File: config.mk
export PLATFORM = sky130hd
export DESIGN_NAME = first_nios2_system_sysid_ctrl
export DESIGN_NICKNAME = d
export VERILOG_FILES = /design/src/rtl/first_nios2_system_sysid_pkg.sv /design/src/rtl/first_nios2_system_sysid_recheck_timer.sv /design/src/rtl/first_nios2_system_sysid_ctrl.sv
export SDC_FILE = /design/constraint.sdc
export NUM_CORES = 1
export LEC_CHECK = 0
export ABC_AREA = 0
export CORE_ASPECT_RATIO = 1.4
export CORE_MARGIN = 2
export CORE_UTILIZATION = 42
export CTS_BUF_LIST = sky130_fd_sc_hd__clkbuf_8
export CTS_CLUSTER_SIZE = 30
export DETAILED_ROUTE_END_ITERATION = 6
export HOLD_SLACK_MARGIN = 0.03
export PLACE_DENSITY = 0.88
export SLEW_MARGIN = 0
export SYNTH_ARGS = -nofsm -noshare
export SYNTH_HDL_FRONTEND = slang
export SYNTH_SLANG_ARGS = --single-unit
File: constraint.sdc
create_clock -name clock -period 2.5 [get_ports clock]
set_input_delay 0.375 -clock clock [delete_from_list [all_inputs] [get_ports clock]]
set_output_delay 0.375 -clock clock [all_outputs]
set_load 0.03 [all_outputs]
File: src/rtl/first_nios2_system_sysid_pkg.sv
// Shared definitions for the system-ID check sequencer: FSM encoding, slave word
// addresses and the default expected contents of the sysid slave.
package first_nios2_system_sysid_pkg;

    typedef enum logic [2:0] {
        ST_IDLE  = 3'd0,
        ST_ID_A  = 3'd1,
        ST_ID_S  = 3'd2,
        ST_TS_A  = 3'd3,
        ST_TS_S  = 3'd4,
        ST_CPU_A = 3'd5,
        ST_CPU_S = 3'd6
    } sysid_state_t;

    localparam logic SYSID_ADDR_ID = 1'b0;
    localparam logic SYSID_ADDR_TS = 1'b1;

    localparam logic [31:0] DEFAULT_EXPECTED_ID = 32'd0;
    localparam logic [31:0] DEFAULT_EXPECTED_TS = 32'd1521151335;

endpackage

File: src/rtl/first_nios2_system_sysid_recheck_timer.sv
// Free-running period counter 0..PERIOD-1 that emits a one-cycle tick on its
// terminal count; PERIOD = 0 keeps the tick permanently low.
module first_nios2_system_sysid_recheck_timer #(
    parameter int PERIOD = 0
) (
    input  logic clock,
    input  logic reset,
    output logic tick
);

    localparam bit           ENABLED = (PERIOD > 0);
    localparam int           W       = ENABLED ? $clog2(PERIOD + 1) : 1;
    localparam logic [W-1:0] LAST    = ENABLED ? W'(PERIOD - 1) : '0;

    logic [W-1:0] count;

    always_ff @(posedge clock) begin
        if (reset) begin
            count <= '0;
        end else if (count == LAST) begin
            count <= '0;
        end else begin
            count <= count + 1'b1;
        end
    end

    assign tick = ENABLED && (count == LAST);

endmodule

File: src/rtl/first_nios2_system_sysid_ctrl.sv
// Sequencer/arbiter in front of the sysid slave: runs ID/timestamp checks and
// shares the slave with a CPU-side Avalon-MM read port, one 2-cycle slot at a time.
module first_nios2_system_sysid_ctrl
    import first_nios2_system_sysid_pkg::*;
#(
    parameter logic [31:0] EXPECTED_ID    = DEFAULT_EXPECTED_ID,
    parameter logic [31:0] EXPECTED_TS    = DEFAULT_EXPECTED_TS,
    parameter logic        AUTO_CHECK     = 1'b1,
    parameter int          RECHECK_PERIOD = 0
) (
    input  logic        clock,
    input  logic        reset,
    input  logic        start,
    input  logic        cpu_read,
    input  logic        cpu_address,
    output logic [31:0] cpu_readdata,
    output logic        cpu_waitrequest,
    output logic        sid_address,
    input  logic [31:0] sid_readdata,
    output logic        busy,
    output logic        done,
    output logic        id_ok,
    output logic        ts_ok,
    output logic [31:0] captured_ts
);

    sysid_state_t state;
    sysid_state_t state_nxt;
    logic         pending;
    logic         after_check;
    logic         timer_tick;
    logic         launch_check;
    logic         launch_cpu;

    first_nios2_system_sysid_recheck_timer #(
        .PERIOD(RECHECK_PERIOD)
    ) u_recheck_timer (
        .clock(clock),
        .reset(reset),
        .tick (timer_tick)
    );

    // NOTE: every variable gets a default before the case so no path leaves it unassigned (no latches).
    always_comb begin
        state_nxt    = state;
        launch_check = 1'b0;
        launch_cpu   = 1'b0;
        case (state)
            ST_IDLE: begin
                // A CPU read waiting behind a finished check goes first unless start is fresh.
                if (start) begin
                    launch_check = 1'b1;
                end else if (cpu_read && after_check) begin
                    launch_cpu = 1'b1;
                end else if (pending || timer_tick) begin
                    launch_check = 1'b1;
                end else if (cpu_read) begin
                    launch_cpu = 1'b1;
                end
                if (launch_check) begin
                    state_nxt = ST_ID_A;
                end else if (launch_cpu) begin
                    state_nxt = ST_CPU_A;
                end
            end
            ST_ID_A:  state_nxt = ST_ID_S;
            ST_ID_S:  state_nxt = ST_TS_A;
            ST_TS_A:  state_nxt = ST_TS_S;
            ST_TS_S:  state_nxt = ST_IDLE;
            ST_CPU_A: state_nxt = ST_CPU_S;
            ST_CPU_S: state_nxt = ST_IDLE;
            default:  state_nxt = ST_IDLE;
        endcase
    end

    // NOTE: sequential state uses non-blocking assignments so all flops see pre-edge values.
    always_ff @(posedge clock) begin
        if (reset) begin
            state       <= ST_IDLE;
            sid_address <= SYSID_ADDR_ID;
            pending     <= AUTO_CHECK;
            after_check <= 1'b0;
            done        <= 1'b0;
            id_ok       <= 1'b0;
            ts_ok       <= 1'b0;
            captured_ts <= '0;
        end else begin
            state <= state_nxt;

            // Single-deep request flag: requests arriving while one is pending merge.
            if (launch_check) begin
                pending <= 1'b0;
            end else if (start || timer_tick) begin
                pending <= 1'b1;
            end

            if (launch_check) begin
                sid_address <= SYSID_ADDR_ID;
                done        <= 1'b0;
                after_check <= 1'b0;
            end
            if (launch_cpu) begin
                sid_address <= cpu_address;
                after_check <= 1'b0;
            end

            if (state == ST_ID_S) begin
                id_ok       <= (sid_readdata == EXPECTED_ID);
                sid_address <= SYSID_ADDR_TS;
            end
            if (state == ST_TS_S) begin
                captured_ts <= sid_readdata;
                ts_ok       <= (sid_readdata == EXPECTED_TS);
                done        <= 1'b1;
                after_check <= 1'b1;
            end
        end
    end

    assign busy            = pending || (state inside {ST_ID_A, ST_ID_S, ST_TS_A, ST_TS_S});
    assign cpu_waitrequest = reset || (state != ST_CPU_S);
    assign cpu_readdata    = (!reset && state == ST_CPU_S) ? sid_readdata : '0;

endmodule
==> flow_metrics.env, run 1 <==
export IMPL_syn_num_nets=275
export IMPL_period_share=0.893
export IMPL_hold_violations=0
export IMPL_drtIter0Drc=54
export IMPL_rsz0062_at_grt="no"
export IMPL_power_density_mw_per_mm2=466
export IMPL_synth_seq_cells=41
export IMPL_dieArea_sq_mm=0.00485
export IMPL_antenna_left=0
export IMPL_critPathMaxStageDelay_ns=0.61
export IMPL_overflow=0
export IMPL_port_buffers=106
export IMPL_rows=28
export IMPL_cts_made_buffers=5
export IMPL_drt_pass1_iterations=4
export IMPL_start_util=0.434
export IMPL_cp_slowest_cell="clkdlybuf4s50_1"
export IMPL_cts_tree="done"
export IMPL_ctsHtreeMaxLevel=2
export IMPL_yosysTopAreaCell="dfxtp_1"
export IMPL_path_cells="nor3_1 -> o21bai_1 -> clkdlybuf4s50_1"
export IMPL_end_kind="primary output"
export IMPL_grt_pass1_vias=1890
export IMPL_synthTopCellsByArea="dfxtp_1 45%, nand2_1 14%, and2_1 11%"
export IMPL_postSynth_asyncResetShare=0
export IMPL_max_slew_worst_pin_slew_ns=0.446
export IMPL_yosys_cell_count_top_type="nand2_1"
export IMPL_route_vias_total=1991
export IMPL_die_width_um=59.5
export IMPL_cts_sinks=41
export IMPL_seq_area_frac_synth=0.454
export IMPL_ctsResizeCount=0
export IMPL_required_ns=2.12
export IMPL_dpl_hpwl_um=3880
export IMPL_slew_viol_final=0
export IMPL_cts_root_buffer="clkbuf_8"
export IMPL_postCtsHoldBufs=0
export IMPL_synth_edff_count=0
export IMPL_postCtsSetupBuffers=0
export IMPL_grt_max_degree=43
export IMPL_period_needed_ns=2.23
export IMPL_yosysWarnings=0
export IMPL_antenna_found_initial=0
export IMPL_cp_num_buf_inv=1
export IMPL_layout_setup_ws_ns=0.266
export IMPL_setup_violations=0
export IMPL_crit_arrival_ns=1.86
export IMPL_core_area_sq_mm=0.00417
export IMPL_fmax_mhz=448
export IMPL_status="finished clean"
export IMPL_clk_latency_ns=0.29
export IMPL_synth_cell_types=28
export IMPL_critical_path_max_fanout=7
export IMPL_avgSynthCellArea_sq_um=7.60
export IMPL_critical_path_top_delay_family="buffers and inverters"
export IMPL_vdd_drop_max_v=0.000443
export IMPL_leakagePower_uw=0.00110
export IMPL_nets=376
export IMPL_worstHoldPathType="reg -> reg"
export IMPL_ys_flop_type="dfxtp_1"
export IMPL_clock_path_buffers=2
export IMPL_gp_congestion=0.759
export IMPL_vias_per_cell=5.17
export IMPL_drcViolationCount=0
export IMPL_area_growth_pct=61.0
export IMPL_netlist_instances=238
export IMPL_finClkSkew_ns=0.00339
export IMPL_yosysTopAreaCellShare=0.454
export IMPL_cap_violations=0
export IMPL_post_drt_wl_per_cell_um=13.8
export IMPL_grt_use_total=0.227
export IMPL_dp_slack_ns=0.397
export IMPL_slew_headroom=0.703
export IMPL_synth_commonest_cells="68 x nand2_1, 41 x dfxtp_1, 37 x a21oi_1"
export IMPL_fin_setup_tns_ns=0
export IMPL_path_clk_slew_ns=0.07
export IMPL_antenna_cells=0
export IMPL_grt_pass1_wl_um=8490
export IMPL_crit_type="reg -> out"
export IMPL_dieHeight_um=81.6
export IMPL_synth_area_sq_mm=0.00181
export IMPL_drive_above_1_share=0.129
export IMPL_setup_worst_path_start_class="flop"
export IMPL_power_total_uw=1360
export IMPL_ioPinCount=107
export IMPL_routed_wirelength_um=5330
[placed cells by master (no fill, tap or decap), drive strengths merged]
cell type	n
nand4b	1
nand3b	2
nor2	4
nor3	2
or3b	1
a2bb2oi	1
o21bai	1
nor2b	1
nand4	5
nand2	69
buf	36
clkdlybuf4s50	74
o21ai	2
clkbuf	5
nand3	1
and2	33
nor4	9
nand2b	3
dfxtp	41
or4	2
o31ai	1
o41ai	2
inv	5
a21boi	1
xor2	1
a21oi	37
[worst paths after layout]
| check | start | to | slack (ns) | cells after the start |
|---|---|---|---|---|
| setup / recovery | state[0] | busy | 0.27 | 3 |
| hold reg to reg | captured_ts[0] | captured_ts[0] | 0.46 | 2 |
| hold / removal | captured_ts[0] | captured_ts[0] | 0.46 | 2 |
| setup reg to reg | state[1] | id_ok | 0.80 | 3 |
[logic make-up after synthesis]
logic type / Yosys count / synth area share
flops: 41 / 0.454
buf+inv: 18 / 0.0381
simple gates: 133 / 0.364
compound gates: 45 / 0.139
xor+xnor: 1 / 0.00485
[sequential cells by signal, indices dropped and copies added (netlist names)]
name and cells:
after_check 1, captured_ts 32, done 1, id_ok 1
pending 1, sid_address 1, state 3, ts_ok 1
[stage by stage]
step            util  hold WS, ns  cell area (sq um)  std cells
6_report       0.698        0.456               2910        385
5_1_grt        0.698        0.477               2910        385
4_1_cts        0.698        0.456               2910        385
3_5_place_dp   0.679        0.446               2830        377
3_3_place_gp   0.679        0.441               2830        377
2_1_floorplan      -        0.466               1810        238
[layer usage]
layer,GRT usage,vias to the layer above,part of all wire
met2,0.405,75,0.52
met5,0,-,0
met4,0.0841,0,0.020
met3,0.0661,10,0.070
met1,0.248,912,0.39
li1,-,994,-
[report_power, final]
part	leakage [uW]	switching, uW	internal, uW
combinational	0.000719	137	120
clock	0.0000519	214	186
sequential	0.000332	21.9	678
[worst reg2reg max path, cell delays in order (launching register included)]
cell	delay [ns]
dfxtp_1	0.44
or3b_1	0.45
or4_1	0.44
o41ai_2	0.27
[area by class of cell]
cell class | instances | area (sq um)
Clock buffer | 5 | 68.8
Clock inverter | 3 | 11.3
Fill cell | 352 | 1260
Inverter | 2 | 7.51
Multi-Input combinational cell | 179 | 923
Sequential cell | 41 | 821
Tap cell | 45 | 56.3
Timing Repair Buffer | 110 | 1020
Power figures use the tool's default switching activity.
==> inputs of run 2 (changes only) <==
==> constraint.sdc (replaced) <==
create_clock -name clock -period 2.5 [get_ports clock]
set_input_delay 0.75 -clock clock [delete_from_list [all_inputs] [get_ports clock]]
set_output_delay 0.75 -clock clock [all_outputs]
set_load 0.03 [all_outputs]
==> run 2 against run 1 <==
Against the previous run:
- non-clock buffer count grew 7
- die area is the same
- design area grew 8.9%
- hold slack lost 0.0012 ns
- sequential cell count is the same
- largest power group unchanged
- critical endpoint is now cpu_readdata[4]
==> flow_metrics.env, run 2 (synthesis gave the netlist of run 1 again) <==
export IMPL_area_growth_pct=75.4
export IMPL_grt_pass1_vias=1874
export IMPL_dpl_hpwl_um=3970
export IMPL_path_cells="clkbuf_2 -> nor3_4 -> buf_6 -> clkbuf_16 -> and2_2 -> buf_6"
export IMPL_post_drt_wl_per_cell_um=14.9
export IMPL_status="finished clean"
export IMPL_hold_violations=0
export IMPL_route_vias_total=2065
export IMPL_grt_max_degree=43
export IMPL_clk_latency_ns=0.29
export IMPL_end_kind="primary output"
export IMPL_setup_worst_path_start_class="input pin"
export IMPL_dieHeight_um=81.6
export IMPL_start_util=0.434
export IMPL_top_register="captured_ts"
export IMPL_intPower_uw=1200
export IMPL_rsz0062_at_grt="no"
export IMPL_die_width_um=59.5
export IMPL_crit_type="in -> out"
export IMPL_period_share=0.961
export IMPL_cap_violations=0
export IMPL_antenna_cells=0
export IMPL_final_common_cell="clkdlybuf4s50_1"
export IMPL_slew_viol_final=0
export IMPL_vdd_drop_max_v=0.000366
export IMPL_max_slew_worst_pin_slew_ns=0.430
export IMPL_grt_use_total=0.240
export IMPL_cp_slowest_cell="nor3_4"
export IMPL_largest_register_ffs=32
export IMPL_drtIter0Drc=85
export IMPL_fillers=332
export IMPL_worstHoldPathType="reg -> reg"
export IMPL_reg_top3="captured_ts: 32 flops, state: 3 flops"
export IMPL_dp_cells=380
export IMPL_layout_setup_ws_ns=0.0978
export IMPL_routed_wirelength_um=5860
export IMPL_nets=383
export IMPL_layout_common_cells="71 x clkdlybuf4s50_1, 68 x nand2_1, 40 x dfxtp_1"
export IMPL_vias_per_cell=5.27
export IMPL_gp_congestion=0.719
export IMPL_fin_cells=392
export IMPL_slew_headroom=0.711
export IMPL_rows=28
export IMPL_swShare=0.246
export IMPL_period_needed_ns=2.40
export IMPL_ioPinCount=107
export IMPL_antenna_found_initial=0
export IMPL_drive_above_1_share=0.251
export IMPL_combPwrFrac=0.164
export IMPL_core_area_sq_mm=0.00417
export IMPL_overflow=0
export IMPL_cts_tree="done"
export IMPL_path_common_cell="buf_6"
export IMPL_cts_sinks=41
export IMPL_cts_made_buffers=5
export IMPL_clock_path_buffers=2
export IMPL_leakagePower_uw=0.00121
export IMPL_stdcell_area_sq_mm=0.00317
export IMPL_critical_path_max_fanout=8
export IMPL_path_clk_slew_ns=0.08
export IMPL_clkPwrFrac=0.395
export IMPL_drt_pass1_iterations=4
export IMPL_crit_arrival_ns=1.65
export IMPL_fmax_mhz=416
export IMPL_critPathMaxStageDelay_ns=0.21
export IMPL_required_ns=1.75
export IMPL_ctsHtreeMaxLevel=2
export IMPL_finClkSkew_ns=0.00683
export IMPL_port_buffers=106
export IMPL_antenna_left=0
export IMPL_dp_slack_ns=-0.187
export IMPL_dieArea_sq_mm=0.00485
export IMPL_grt_pass1_wl_um=8830
export IMPL_setup_violations=0
export IMPL_hold_ws_ns=0.455
export IMPL_r2r_slack_ns=0.79
export IMPL_drcViolationCount=0
export IMPL_cts_root_buffer="clkbuf_8"
export IMPL_power_total_uw=1590
export IMPL_seq_power_share=0.441
export IMPL_p_sw_uw=391
export IMPL_power_density_mw_per_mm2=500
export IMPL_dpl_cell_area_sq_mm=0.00289
## run 2: cell types whose count changed in the layout (fill, tap and decap cells not counted), moves of 2 or more
| cell | change |
|---|---|
| and2_1 | -30 |
| and2_2 | +29 |
| buf_6 | +21 |
| buf_4 | -15 |
| clkdlybuf4s50_1 | -3 |
| inv_1 | -3 |
| bufinv_16 | +2 |
## run 2: power by group through the flow
stage	registers, uW	clock network (uW)	logic (uW)
final	700	627	260
after global routing	703	658	282
after CTS	699	636	259
after detailed placement	714	0	258
after global placement	712	0	255
after floorplan	741	0	90.3
## run 2: layout make-up
cell class | count | area (sq um) | area share
clock buffer | 5 | 68.8 | 0.0217
clock inverter | 3 | 65.1 | 0.0205
inverter | 2 | 7.51 | 0.00237
multi-input combinational | 179 | 968 | 0.305
sequential | 41 | 822 | 0.259
tap | 45 | 56.3 | 0.0178
timing repair buffer | 117 | 1180 | 0.373
## run 2: path summary, 6_finish.rpt
kind	start	to	depth (start not counted)
max	reset	cpu_readdata[4]	6
min	captured_ts[9]	captured_ts[9]	2
max reg2reg	state[1]	id_ok	3
min reg2reg	captured_ts[9]	captured_ts[9]	2
## run 2: per-layer routing
metal / vias to the layer above / global-route usage / part of all wire
li1: 1013 / - / -
met1: 951 / 0.276 / 0.38
met2: 83 / 0.414 / 0.53
met3: 18 / 0.0677 / 0.064
met4: 0 / 0.0909 / 0.031
met5: - / 0 / 0
## run 2: timing repair
item | 4_1_cts | 5_1_grt
setup endpoints to repair | 34 | 32
hold buffers | 0 | 0
buffers inserted | 1 | 1
pin swaps | 1 | 1
gates resized for setup | 4 | 25
cloned | 1 | 1
## run 2: stage by stage
| step | TNS, ns | util |
|---|---|---|
| global route | 0 | 0.761 |
| finish | 0 | 0.761 |
| global placement | -4.81 | 0.693 |
| CTS | -0.120 | 0.736 |
| detailed placement | -5.56 | 0.693 |
| floorplan | 0 | - |
## run 2: worst max-delay path, delay by kind of cell
family                 cells  cell delay [ns]
buffers and inverters      4             0.55
AND/OR/NAND/NOR            2             0.36
